[src/rtl/pb_event_ctrl_pkg.sv]
// Shared constants for the LCD pushbutton front end.
// Holds the 50 MHz board defaults for the sample prescaler and the debounce depth,
// the button index assignments used by the LCD command sequencer, and an ev_id width helper.
package pb_event_ctrl_pkg;

  localparam int unsigned DefNumPb   = 4;
  localparam int unsigned DefTickDiv = 500000;  // 10 ms sample tick at 50 MHz
  localparam int unsigned DefDbCount = 4;
  localparam int unsigned DefIdW     = 2;

  // Button positions on the pb bus.
  typedef enum logic [1:0] {
    PbUp   = 2'd0,
    PbDown = 2'd1,
    PbSel  = 2'd2,
    PbBack = 2'd3
  } pb_idx_e;

  // ev_id width for a given button count (never below one bit).
  function automatic int unsigned id_width(input int unsigned num_pb);
    return (num_pb <= 2) ? 1 : $clog2(num_pb);
  endfunction

endpackage

[src/rtl/pb_event_ctrl_filter.sv]
// One-button synchroniser and debouncer.
// The raw pin passes two flops; the second flop's output is sampled on each tick. A new level
// is accepted only after DbCount consecutive tick samples disagree with the current level.
// Ports:
//   clk_i     system clock
//   rst_i     synchronous reset, active-high
//   tick_i    one-cycle sample strobe
//   pb_raw_i  asynchronous button pin, active-high
//   level_o   debounced level
//   rise_o    one-cycle pulse, high during the first cycle level_o reads 1
module pb_event_ctrl_filter #(
  parameter int unsigned DbCount = 4
) (
  input  logic clk_i,
  input  logic rst_i,
  input  logic tick_i,
  input  logic pb_raw_i,
  output logic level_o,
  output logic rise_o
);

  localparam int unsigned CntW = (DbCount > 1) ? $clog2(DbCount) : 1;
  localparam logic [CntW-1:0] CntMax = CntW'(DbCount - 1);

  logic [1:0]      sync_q;
  logic            level_q, level_d;
  logic [CntW-1:0] cnt_q, cnt_d;
  logic            rise_q, rise_d;

  always_comb begin
    level_d = level_q;
    cnt_d   = cnt_q;
    rise_d  = 1'b0;
    if (tick_i) begin
      if (sync_q[1] == level_q) begin
        // Any agreeing sample restarts the streak, so short glitches never accumulate.
        cnt_d = '0;
      end else if (cnt_q == CntMax) begin
        level_d = ~level_q;
        cnt_d   = '0;
        rise_d  = ~level_q;
      end else begin
        cnt_d = cnt_q + CntW'(1);
      end
    end
  end

  always_ff @(posedge clk_i) begin
    if (rst_i) begin
      sync_q  <= '0;
      level_q <= 1'b0;
      cnt_q   <= '0;
      rise_q  <= 1'b0;
    end else begin
      sync_q  <= {sync_q[0], pb_raw_i};
      level_q <= level_d;
      cnt_q   <= cnt_d;
      rise_q  <= rise_d;
    end
  end

  assign level_o = level_q;
  assign rise_o  = rise_q;

endmodule

[src/rtl/pb_event_ctrl.sv]
// Pushbutton event controller for the LCD board.
// Generates the debounce sample tick, debounces every button, latches presses as pending
// flags and hands them one at a time, round-robin, to a valid/ready consumer.
// Ports:
//   clk_i          system clock
//   rst_i          synchronous reset, active-high
//   pb_i           raw buttons, active-high
//   pb_state_o     debounced button levels
//   ev_valid_o     press event available
//   ev_id_o        index of the pressed button, held until accepted
//   ev_ready_i     consumer takes the event when ev_valid_o && ev_ready_i
//   overrun_o      sticky per button: press arrived while its event was still pending
//   clr_overrun_i  clears all overrun bits
module pb_event_ctrl import pb_event_ctrl_pkg::*; #(
  parameter int unsigned NumPb   = DefNumPb,
  parameter int unsigned TickDiv = DefTickDiv,
  parameter int unsigned DbCount = DefDbCount,
  parameter int unsigned IdW     = DefIdW
) (
  input  logic             clk_i,
  input  logic             rst_i,
  input  logic [NumPb-1:0] pb_i,
  output logic [NumPb-1:0] pb_state_o,
  output logic             ev_valid_o,
  output logic [IdW-1:0]   ev_id_o,
  input  logic             ev_ready_i,
  output logic [NumPb-1:0] overrun_o,
  input  logic             clr_overrun_i
);

  localparam int unsigned PreW = (TickDiv > 1) ? $clog2(TickDiv) : 1;
  localparam logic [PreW-1:0] PreMax = PreW'(TickDiv - 1);
  localparam logic [IdW-1:0]  IdMax  = IdW'(NumPb - 1);

  // Sample tick prescaler
  logic [PreW-1:0] presc_q, presc_d;
  logic            tick;

  assign tick    = (presc_q == PreMax);
  assign presc_d = tick ? '0 : presc_q + PreW'(1);

  // Per-button debounce
  logic [NumPb-1:0] level;
  logic [NumPb-1:0] rise;

  for (genvar g = 0; g < NumPb; g++) begin : gen_filter
    pb_event_ctrl_filter #(
      .DbCount (DbCount)
    ) u_filter (
      .clk_i    (clk_i),
      .rst_i    (rst_i),
      .tick_i   (tick),
      .pb_raw_i (pb_i[g]),
      .level_o  (level[g]),
      .rise_o   (rise[g])
    );
  end

  // Pending flags, overrun flags, arbiter and output register
  logic [NumPb-1:0] pending_q, pending_d;
  logic [NumPb-1:0] overrun_q, overrun_d;
  logic             valid_q, valid_d;
  logic [IdW-1:0]   id_q, id_d;
  logic [IdW-1:0]   ptr_q, ptr_d;

  logic             load;
  logic             grant_vld;
  logic [IdW-1:0]   grant_id;
  logic [NumPb-1:0] grant_mask;

  assign load = ~valid_q | ev_ready_i;

  // Round-robin: first pending index at or above the pointer, else the first below it.
  always_comb begin
    grant_vld = 1'b0;
    grant_id  = '0;
    for (int i = 0; i < int'(NumPb); i++) begin
      if (!grant_vld && pending_q[i] && (IdW'(i) >= ptr_q)) begin
        grant_vld = 1'b1;
        grant_id  = IdW'(i);
      end
    end
    for (int i = 0; i < int'(NumPb); i++) begin
      if (!grant_vld && pending_q[i]) begin
        grant_vld = 1'b1;
        grant_id  = IdW'(i);
      end
    end
  end

  always_comb begin
    grant_mask = '0;
    for (int i = 0; i < int'(NumPb); i++) begin
      grant_mask[i] = load && grant_vld && (grant_id == IdW'(i));
    end
  end

  always_comb begin
    // A press landing on the cycle its old event is granted re-arms the flag instead of
    // counting as an overrun.
    pending_d = (pending_q & ~grant_mask) | rise;
    overrun_d = (clr_overrun_i ? '0 : overrun_q) | (rise & pending_q & ~grant_mask);
  end

  always_comb begin
    valid_d = valid_q;
    id_d    = id_q;
    ptr_d   = ptr_q;
    if (load) begin
      if (grant_vld) begin
        valid_d = 1'b1;
        id_d    = grant_id;
        ptr_d   = (grant_id == IdMax) ? '0 : grant_id + IdW'(1);
      end else begin
        valid_d = 1'b0;
      end
    end
  end

  always_ff @(posedge clk_i) begin
    if (rst_i) begin
      presc_q   <= '0;
      pending_q <= '0;
      overrun_q <= '0;
      valid_q   <= 1'b0;
      id_q      <= '0;
      ptr_q     <= '0;
    end else begin
      presc_q   <= presc_d;
      pending_q <= pending_d;
      overrun_q <= overrun_d;
      valid_q   <= valid_d;
      id_q      <= id_d;
      ptr_q     <= ptr_d;
    end
  end

  assign pb_state_o = level;
  assign ev_valid_o = valid_q;
  assign ev_id_o    = id_q;
  assign overrun_o  = overrun_q;

endmodule

[config.mk]
export PLATFORM = sky130hd
export DESIGN_NAME = pb_event_ctrl
export DESIGN_NICKNAME = d
export VERILOG_FILES = /design/src/rtl/pb_event_ctrl_pkg.sv /design/src/rtl/pb_event_ctrl_filter.sv /design/src/rtl/pb_event_ctrl.sv
export SDC_FILE = /design/constraint.sdc
export NUM_CORES = 1
export LEC_CHECK = 0
export CAP_MARGIN = 20
export CORE_AREA = 2 2 57 85
export CTS_CLUSTER_DIAMETER = 100
export DETAILED_ROUTE_END_ITERATION = 8
export DIE_AREA = 0 0 59 87
export GPL_ROUTABILITY_DRIVEN = 0
export GPL_TIMING_DRIVEN = 1
export PLACE_DENSITY = 0.79
export SLEW_MARGIN = 20
export SYNTH_ARGS = -nofsm -noshare
export SYNTH_HDL_FRONTEND = slang
export SYNTH_SLANG_ARGS = --single-unit
export TNS_END_PERCENT = 10
[constraint.sdc]
create_clock -name clk_i -period 5.4 [get_ports clk_i]
set_input_delay 1.35 -clock clk_i [delete_from_list [all_inputs] [get_ports clk_i]]
set_output_delay 1.35 -clock clk_i [all_outputs]
set_load 0.01 [all_outputs]
-- Yosys cells after proc, flatten, opt, wreduce, memory -nomap -nowiden
Cells that the tools add are included.
- $add $sub $neg: 6
- multiply operators: 0
- divide/modulo/power cells: 0
- $lt $le $gt $ge: 4
- equal/unequal tests: 12
- shift-type cells: 0
- muxes and demuxes: 26
- bitwise gates (word level): 21
- reduce and logical (&&, ||, !) cells: 34
- operator list (kind ; count):
    $mux 2 ; 15
    $add 19x1->19 const B ; 1
    $eq 19x19->1 const B ; 1
    $logic_and 1x1->1 ; 16
    $reduce_or 4->1 ; 4
    $not 1->1 ; 14
    $and 4x4->4 ; 3
    $eq 2x2->1 const B ; 6
    $reduce_and 3->1 ; 4
    $add 2x1->2 const B ; 5
    $mux 1 ; 10
    $or 4x4->4 ; 2
    $logic_not 1->1 ; 7
    $eq 1x1->1 ; 4
    $ge 1x2->1 const A ; 2
    $ge 2x2->1 const A ; 2
    $mux 4 ; 1
    $not 4->4 ; 1
    $eq 2x1->1 const B ; 1
    $logic_not 2->1 ; 1
    $reduce_and 2->1 ; 1
    $reduce_or 2->1 ; 1
    $or 1x1->1 ; 1
- register bits: 56
- latch bits: 0
- bits in writable memories: 0
- ROM bits: 0
- input port bits: 8
- output and inout bits: 11
- logic and storage cells: 125
- memories: 0

-- Longest topological paths before layout
- word-level depth: 32
- depth in mapped cells: 8
- depth with buffers taken out: 8

-- Hierarchy
A second synthesis with hierarchy kept.
- cells, all modules: 251
- area total of the unflattened synthesis: 2436.1 µm²
- modules (own cells, without submodules) (module ; times used ; cells an instance ; area an instance (µm²) ; sequential area each (µm²)):
    pb_event_ctrl ; 1 ; 167 ; 1520.2 ; 640.6
    pb_event_ctrl_filter ; 4 ; 21 ; 229.0 ; 120.1

-- Least setup slack after synthesis
No wires, ideal clock.
- path kind: input to register
- start point: in rst_i
- end point: reg gen_filter[2].u_filter.cnt_q[0]
- library setup time: 0.072 ns
- arrival: 2.089 ns
- setup slack: 3.239 ns
- stages on the path: 3
- path buffers: 1
- cell sequence: clkbuf_1 > or4_1 > mux2i_1
- RTL lines (item ; line ; text):
    from (decl) ; pb_event_ctrl.sv:21 ; input logic rst_i,
    to (signal assigned) ; pb_event_ctrl_filter.sv:57 ; cnt_q <= cnt_d;
    to (decl) ; pb_event_ctrl_filter.sv:27 ; logic [CntW-1:0] cnt_q, cnt_d;

-- Worst setup path after layout
- start point: in rst_i
- end point: reg presc_q[6]
- longest elaborated chain between the ends: 1
- RTL lines (item ; line ; text):
    $reduce_or 2->1 (no line) ; -- ;
    to (signal assigned) ; pb_event_ctrl.sv:129 ; presc_q <= presc_d;
    to (decl) ; pb_event_ctrl.sv:36 ; logic [PreW-1:0] presc_q, presc_d;
No other way between the ends.
A chain may end at the register's enable or synchronous reset.

==> summary.md <==
| Metric | Value |
|---|---|
| Status | `finished clean` |
| Post-layout min period | `roughly 3100 ps` |
| Largest area contributor in the netlist | `dfxtp_1` |
| Top post-synthesis cells by area | `dfxtp_1, xnor2_1, nor2_1` |
| Setup WS post-layout | `between 2000 and 2500 ps` |
| Cts hold-fix bufs | `0` |
| # setup viols final | `0` |
| Netlist cell types | `45` |
| Area of placed instances | `2700 um2` |
| ANT nets after route | `0` |
| Root Buffer | `clkbuf_8` |
| Ys flop type | `dfxtp_1` |
| Nets@finish | `slightly above 300` |
| Total CTS buffers | `5` |
| Final Instance Area | `2790 um2` |
| CTS tree | `built` |
| Register area share after synthesis | `between 40 and 50%` |
| Synth warnings | `0` |
| Gr ovfl total | `0` |
| Slowest cell delay on critical path | `1090 ps` |
| Hold WC Path Type | `reg -> reg` |
| Core area | `roughly 4400 um2` |
| Post-synth top area share | `roughly 44%` |
| Mean Syn Cell Area | `approximately 9.0 um2` |
| RSZ-0062 raised after global routing | `no` |
| Wire per inst | `~14 um` |
| Maxcap violations | `0` |
| Async S/R FF share, synth | `0%` |
| PwrDens | `roughly 240 nW/um2` |
| Sink Count | `56` |
| Post-route setup TNS | `0 ps` |
| Slew margin rel. | `a little under two fifths` |
| DP Worst Slack | `between 1500 and 2000 ps` |
| I/O Buffers | `18` |
| Post-CTS Resized | `0` |
| Post-Route WL | `a little under 5000 um` |
| Via Count | `around 2000` |
| Static leakage | `0.000948 uW` |
| Actual slew at the worst max-slew pin | `936 ps` |
| Register bit total from synthesis | `56` |
| Max-slew violations | `0` |
| Full die area | `between 5000 and 6000 um2` |
| Net Count, Synth | `297` |
| Drt pass-1 iters | `4` |
| Maximum VDD drop | `~0.00016 V` |
| DRC Markers | `0` |
| Period utilization | `between 50% and 60%` |
| Htree depth | `2` |
| Number of fill cells | `approximately 410` |
| ANT cells | `0` |
| Die Y | `approximately 87 um` |
| CP Cell Sequence | `clkdlybuf4s50_1 > inv_1 > o21ai_2 > nor2_1` |
| Cell count after synthesis | `280` |
| Skew-Pair Late Insertion Delay | `around 300 ps` |
| First-pass GRT wire length | `a little over 8000 um` |
| Width of the die | `~59 um` |
| Fmax achieved | `roughly 320 MHz` |
| Layout cells sized above 1 | `roughly 5.5%` |
| Critical Path RT | `5570 ps` |
| CTS max path bufs | `2` |
| Number of global-route vias before repair | `1827` |
| Initial antenna violation count | `0` |
| Initial Utilization | `a little under three fifths` |
| Post-CTS Setup Inserts | `0` |
| 1st-iter DRT viols | `approximately 110` |
| Hold Vio Cnt, Final | `0` |
| CP Capture Type | `register` |
| Worst-path clk slew | `90 ps` |
| Startpoint types | `input port` |
| Post-detailed-route via-to-cell ratio | `5.86` |
| Netlist Area Pre-Place | `~2500 um2` |
| Crit path arrival time | `approximately 3300 ps` |
| Worst Clk Skew | `a little over 5 ps` |
| Crit-path max FO | `27` |
| Cell Rows | `30` |
| Number of synthesized flops with an enable pin | `0` |
| DP Wirelength | `approximately 3600 um` |
| Synthesis-to-finish area growth | `9.93%` |
| Top Ports | `19` |
| Slowest cell on the critical path | `clkdlybuf4s50_1` |
| Critical path type | `in -> reg` |
| Largest net degree at the start of global routing | `28` |
| Total GRT Usage | `between 20% and 30%` |
[placed cells by master, fill, tap and decap left out, types with 2 or more instances in the layout]
master	count
clkdlybuf4s50_1	18
inv_1	7
nor2b_1	15
a21boi_0	3
or3_1	2
clkbuf_8	6
nand2b_1	3
clkbuf_1	2
o31ai_1	2
nand4b_1	4
nor4b_1	2
ha_1	9
nand4_2	2
nor2_1	34
or4_1	6
o21ai_0	11
nand2_1	17
nand3_1	8
nor4_1	9
xnor2_1	15
dfxtp_1	56
nand4_1	9
xor2_1	3
a21oi_1	19
and4_1	2
mux2i_1	5
nor3_1	6
[worst max-delay path: cells and delay by family]
family / cells / cell delay [ps]
buffers and inverters: 2 / 1440
AOI/OAI and AO/OA: 1 / 360
and+or+nand+nor: 1 / 110
[final cells by class]
class	instances	area (um2)	area share, %
clock buffer	8	90.1	3.23
inverter	7	26.3	0.943
multi-input combinational	202	1300	46.7
sequential	56	1120	40.3
tap	48	60.1	2.16
timing repair buffer	19	188	6.74
[cell families (layout without fill, tap and decap cells)]
group / Yosys count / in the layout / share of synthesized area [%]
flip-flops: 56 / 56 / 44.2
XOR/XNOR: 18 / 18 / 6.22
AND/OR/NAND/NOR: 128 / 128 / 28.9
buffers and inverters: 22 / 34 / 4.44
AO/OA/AOI/OAI: 42 / 42 / 9.73
multiplexers: 5 / 5 / 1.98
adder cells (fa/ha/maj): 9 / 9 / 4.44
[state kept, by name (all words and copies together) (netlist names)]
signal,cells
ev_id_o,2
ev_valid_o,1
gen_filter.u_filter.cnt_q,8
gen_filter.u_filter.level_o,4
gen_filter.u_filter.rise_o,4
gen_filter.u_filter.sync_q,8
overrun_o,4
pending_q,4
presc_q,19
ptr_q,2
[synth_stat cells (3+ instances only)]
library cell / instances
clkbuf_1: 4
nor3_1: 6
or4_1: 6
a21oi_1: 19
o21ai_0: 11
ha_1: 9
buf_2: 3
nor2b_1: 15
nand3_1: 8
a21boi_0: 3
mux2i_1: 5
nor4_1: 9
xnor2_1: 15
buf_4: 5
nand4b_1: 4
nand2b_1: 3
nand2_1: 17
dfxtp_1: 56
xor2_1: 3
inv_1: 7
nor2_1: 34
nand4_1: 9
[worst paths after layout]
| check | start | endpoint | slack, ps | cells past startpoint |
|---|---|---|---|---|
| max | rst_i | presc_q[6] | 2310 | 4 |
| max reg2reg | presc_q[0] | gen_filter[3].u_filter.rise_o | 3100 | 5 |
| min reg2reg | gen_filter[3].u_filter.sync_q[0] | gen_filter[3].u_filter.sync_q[1] | 450 | 1 |
| min | gen_filter[3].u_filter.sync_q[0] | gen_filter[3].u_filter.sync_q[1] | 450 | 1 |
[stage by stage]
stage / util (%) / std cells / power, uW / hold slack (ps)
after floorplan: - / 280 / 443 / 414
after global placement: 60.8 / 332 / 452 / 420
after detailed placement: 60.8 / 332 / 453 / 432
after CTS: 62.9 / 340 / 674 / 454
after global routing: 62.9 / 340 / 693 / 462
final: 62.9 / 340 / 670 / 449
[where the power goes]
group	internal [uW]	total (uW)	switching (uW)
clock network	105	227	122
registers	417	421	4.10
logic	10.2	21.5	11.3
total	532	670	138
[metal layers]
metal  share of wire (%)  wire length, um  vias to the layer above  GRT usage [%]
met2                  52             2550                       37           37.0
met5                   0                0                        -              0
met3                 3.0              145                       12           3.71
met4                 2.6              127                        0           8.88
met1                  42             2040                      938           23.4
li1                    -                -                     1006              -
Note: power is estimated with default switching activity, not from simulation.
==> variant: new RTL, same flow settings <==
Put one more register stage on the output `overrun_o`. The value now appears one clock later. The other outputs are not delayed to match.
--- a/src/rtl/pb_event_ctrl.sv
+++ b/src/rtl/pb_event_ctrl.sv
@@ -138,7 +138,9 @@
   assign pb_state_o = level;
   assign ev_valid_o = valid_q;
   assign ev_id_o    = id_q;
-  assign overrun_o  = overrun_q;
+  always_ff @(posedge clk_i) begin
+    overrun_o <= overrun_q;
+  end
 
 endmodule
 
Behaviour: same outputs for any inputs over 10 cycles, from zero or initial values and one cycle with rst_i high; that may be too few to reach the edited logic, so the function may still have changed.
==> variant against the unedited design <==
Count of clock-buffer cells in the layout rose by 5. Setup slack improved by 0.43 ns. Synthesized area barely moved. Critical path type is now reg -> out. Design area rose by 3.7%. Wire length fell by 1.7%. Power rose by 27%. Via count rose by 2.2%. Sequential cell count rose by 4.
==> variant: results (changes against the unedited design) <==
- The hold path startpoint is overrun_q[0].
- The final hold slack is 0.344 ns (-0.105 ns).
- The clock network area share is 6.37% (+3.1 points).
- The sink count of the clock tree is 60 (+7.1%).
- The wire length on met2 came to 2.53 mm (-0.75%).
- In this run the critical register-to-register path is captured at presc_q[14].
- The HPWL after detailed placement is 3.37 mm (-7.1%).
- The average vias per placed instance came to 5.85 (-0.14%).
- The insertion delay of the later-clocked pin in the worst-skew pair is 0.33 ns (+0.03 ns).
- The number of fill cells in the layout was 371 (-9.1%).
- In this run the worst setup path terminates at pb_state_o[0].
- The total met3 wirelength after detailed routing is 127 um (-12%).
- The final-layout clock buffer total is 13 (+5).
- The number of global-route vias before repair was 1910 (+4.5%).
- The routing usage on met2 came to 36.7% (-0.30 points).
- The number of nets in the layout is 313 (+1.6%).
- The flow ran to the end, and the final reports show no timing, DRC or antenna violations.
- The wire length per cell is 13.7 um (-4.0%).
- The adder and majority cell fraction of the synthesized area was 4.44% (about the same).
- The number of CTS-inserted buffers is 9 (+4).
- The multi-input combinational area share is 42.6% (-4.1 points).
- The normalized max-slew margin was 52.8% (+15 points).
- The synthesized-area fraction occupied by ao, oa, aoi and oai cells came to 13.6% (+3.8 points).
- The setup slack of the most critical reg-to-reg path is 3.13 ns (+0.03 ns).
- The static leakage came to 0.00103 uW (+9.1%).
- The wire length of the first global-routing pass is 8.08 mm (-1.4%).
- The count of distinct cell types in the synthesized netlist came to 40 (-11%).
- The maximum level of the CTS H-tree is 3 (+1).
- The clock tree skew after final layout came to 0.00456 ns (-0.000480 ns).
- The number of design-rule violations left by the first detailed-router iteration is 78 (-27%).
- The worst IR drop on VDD is 0.000230 V (+43%).
- The total routed wire length on the met1 layer is 1.96 mm (-4.2%).
- The number of cells on the worst hold path is 0 (-1).
- The portion of netlist area occupied by mux cells is 0% (-2.0 points).
- The capture endpoint of the worst hold path is overrun_o[0].
- The number of multi-input combinational cells is 199 (-1.5%).
-- variant: cell count changes in the layout (fill, tap and decap cells not counted), moves of 4 or more --
cell      before  now
a21oi_1       19   30
o21ai_0       11   20
xnor2_1       15    7
nor2_1        34   27
mux2i_1        5    0
clkbuf_8       6   10
dfxtp_1       56   60
or4_1          6    2
-- variant: logic make-up after synthesis --
logic type / after synthesis
compound gates: 62
xor+xnor: 13
fa+ha+maj: 9
buf+inv: 21
flops: 60
simple gates: 115
-- variant: power by group --
| group | switching [uW] | internal [uW] | total, uW |
|---|---|---|---|
| Sequential | 3.53 | 447 | 451 |
| Combinational | 10.1 | 9.54 | 19.6 |
| Clock | 156 | 223 | 379 |
-- variant: through the flow --
step	instances	total power (uW)	worst slack, ns	instance area [um2]	utilization, %
6_report	348	850	2.74	2890	65.2
5_1_grt	348	878	2.70	2890	65.2
4_1_cts	348	858	2.72	2890	65.2
3_5_place_dp	333	480	2.49	2710	61.1
3_3_place_gp	333	480	2.54	2710	61.1
2_1_floorplan	280	472	3.20	2540	-
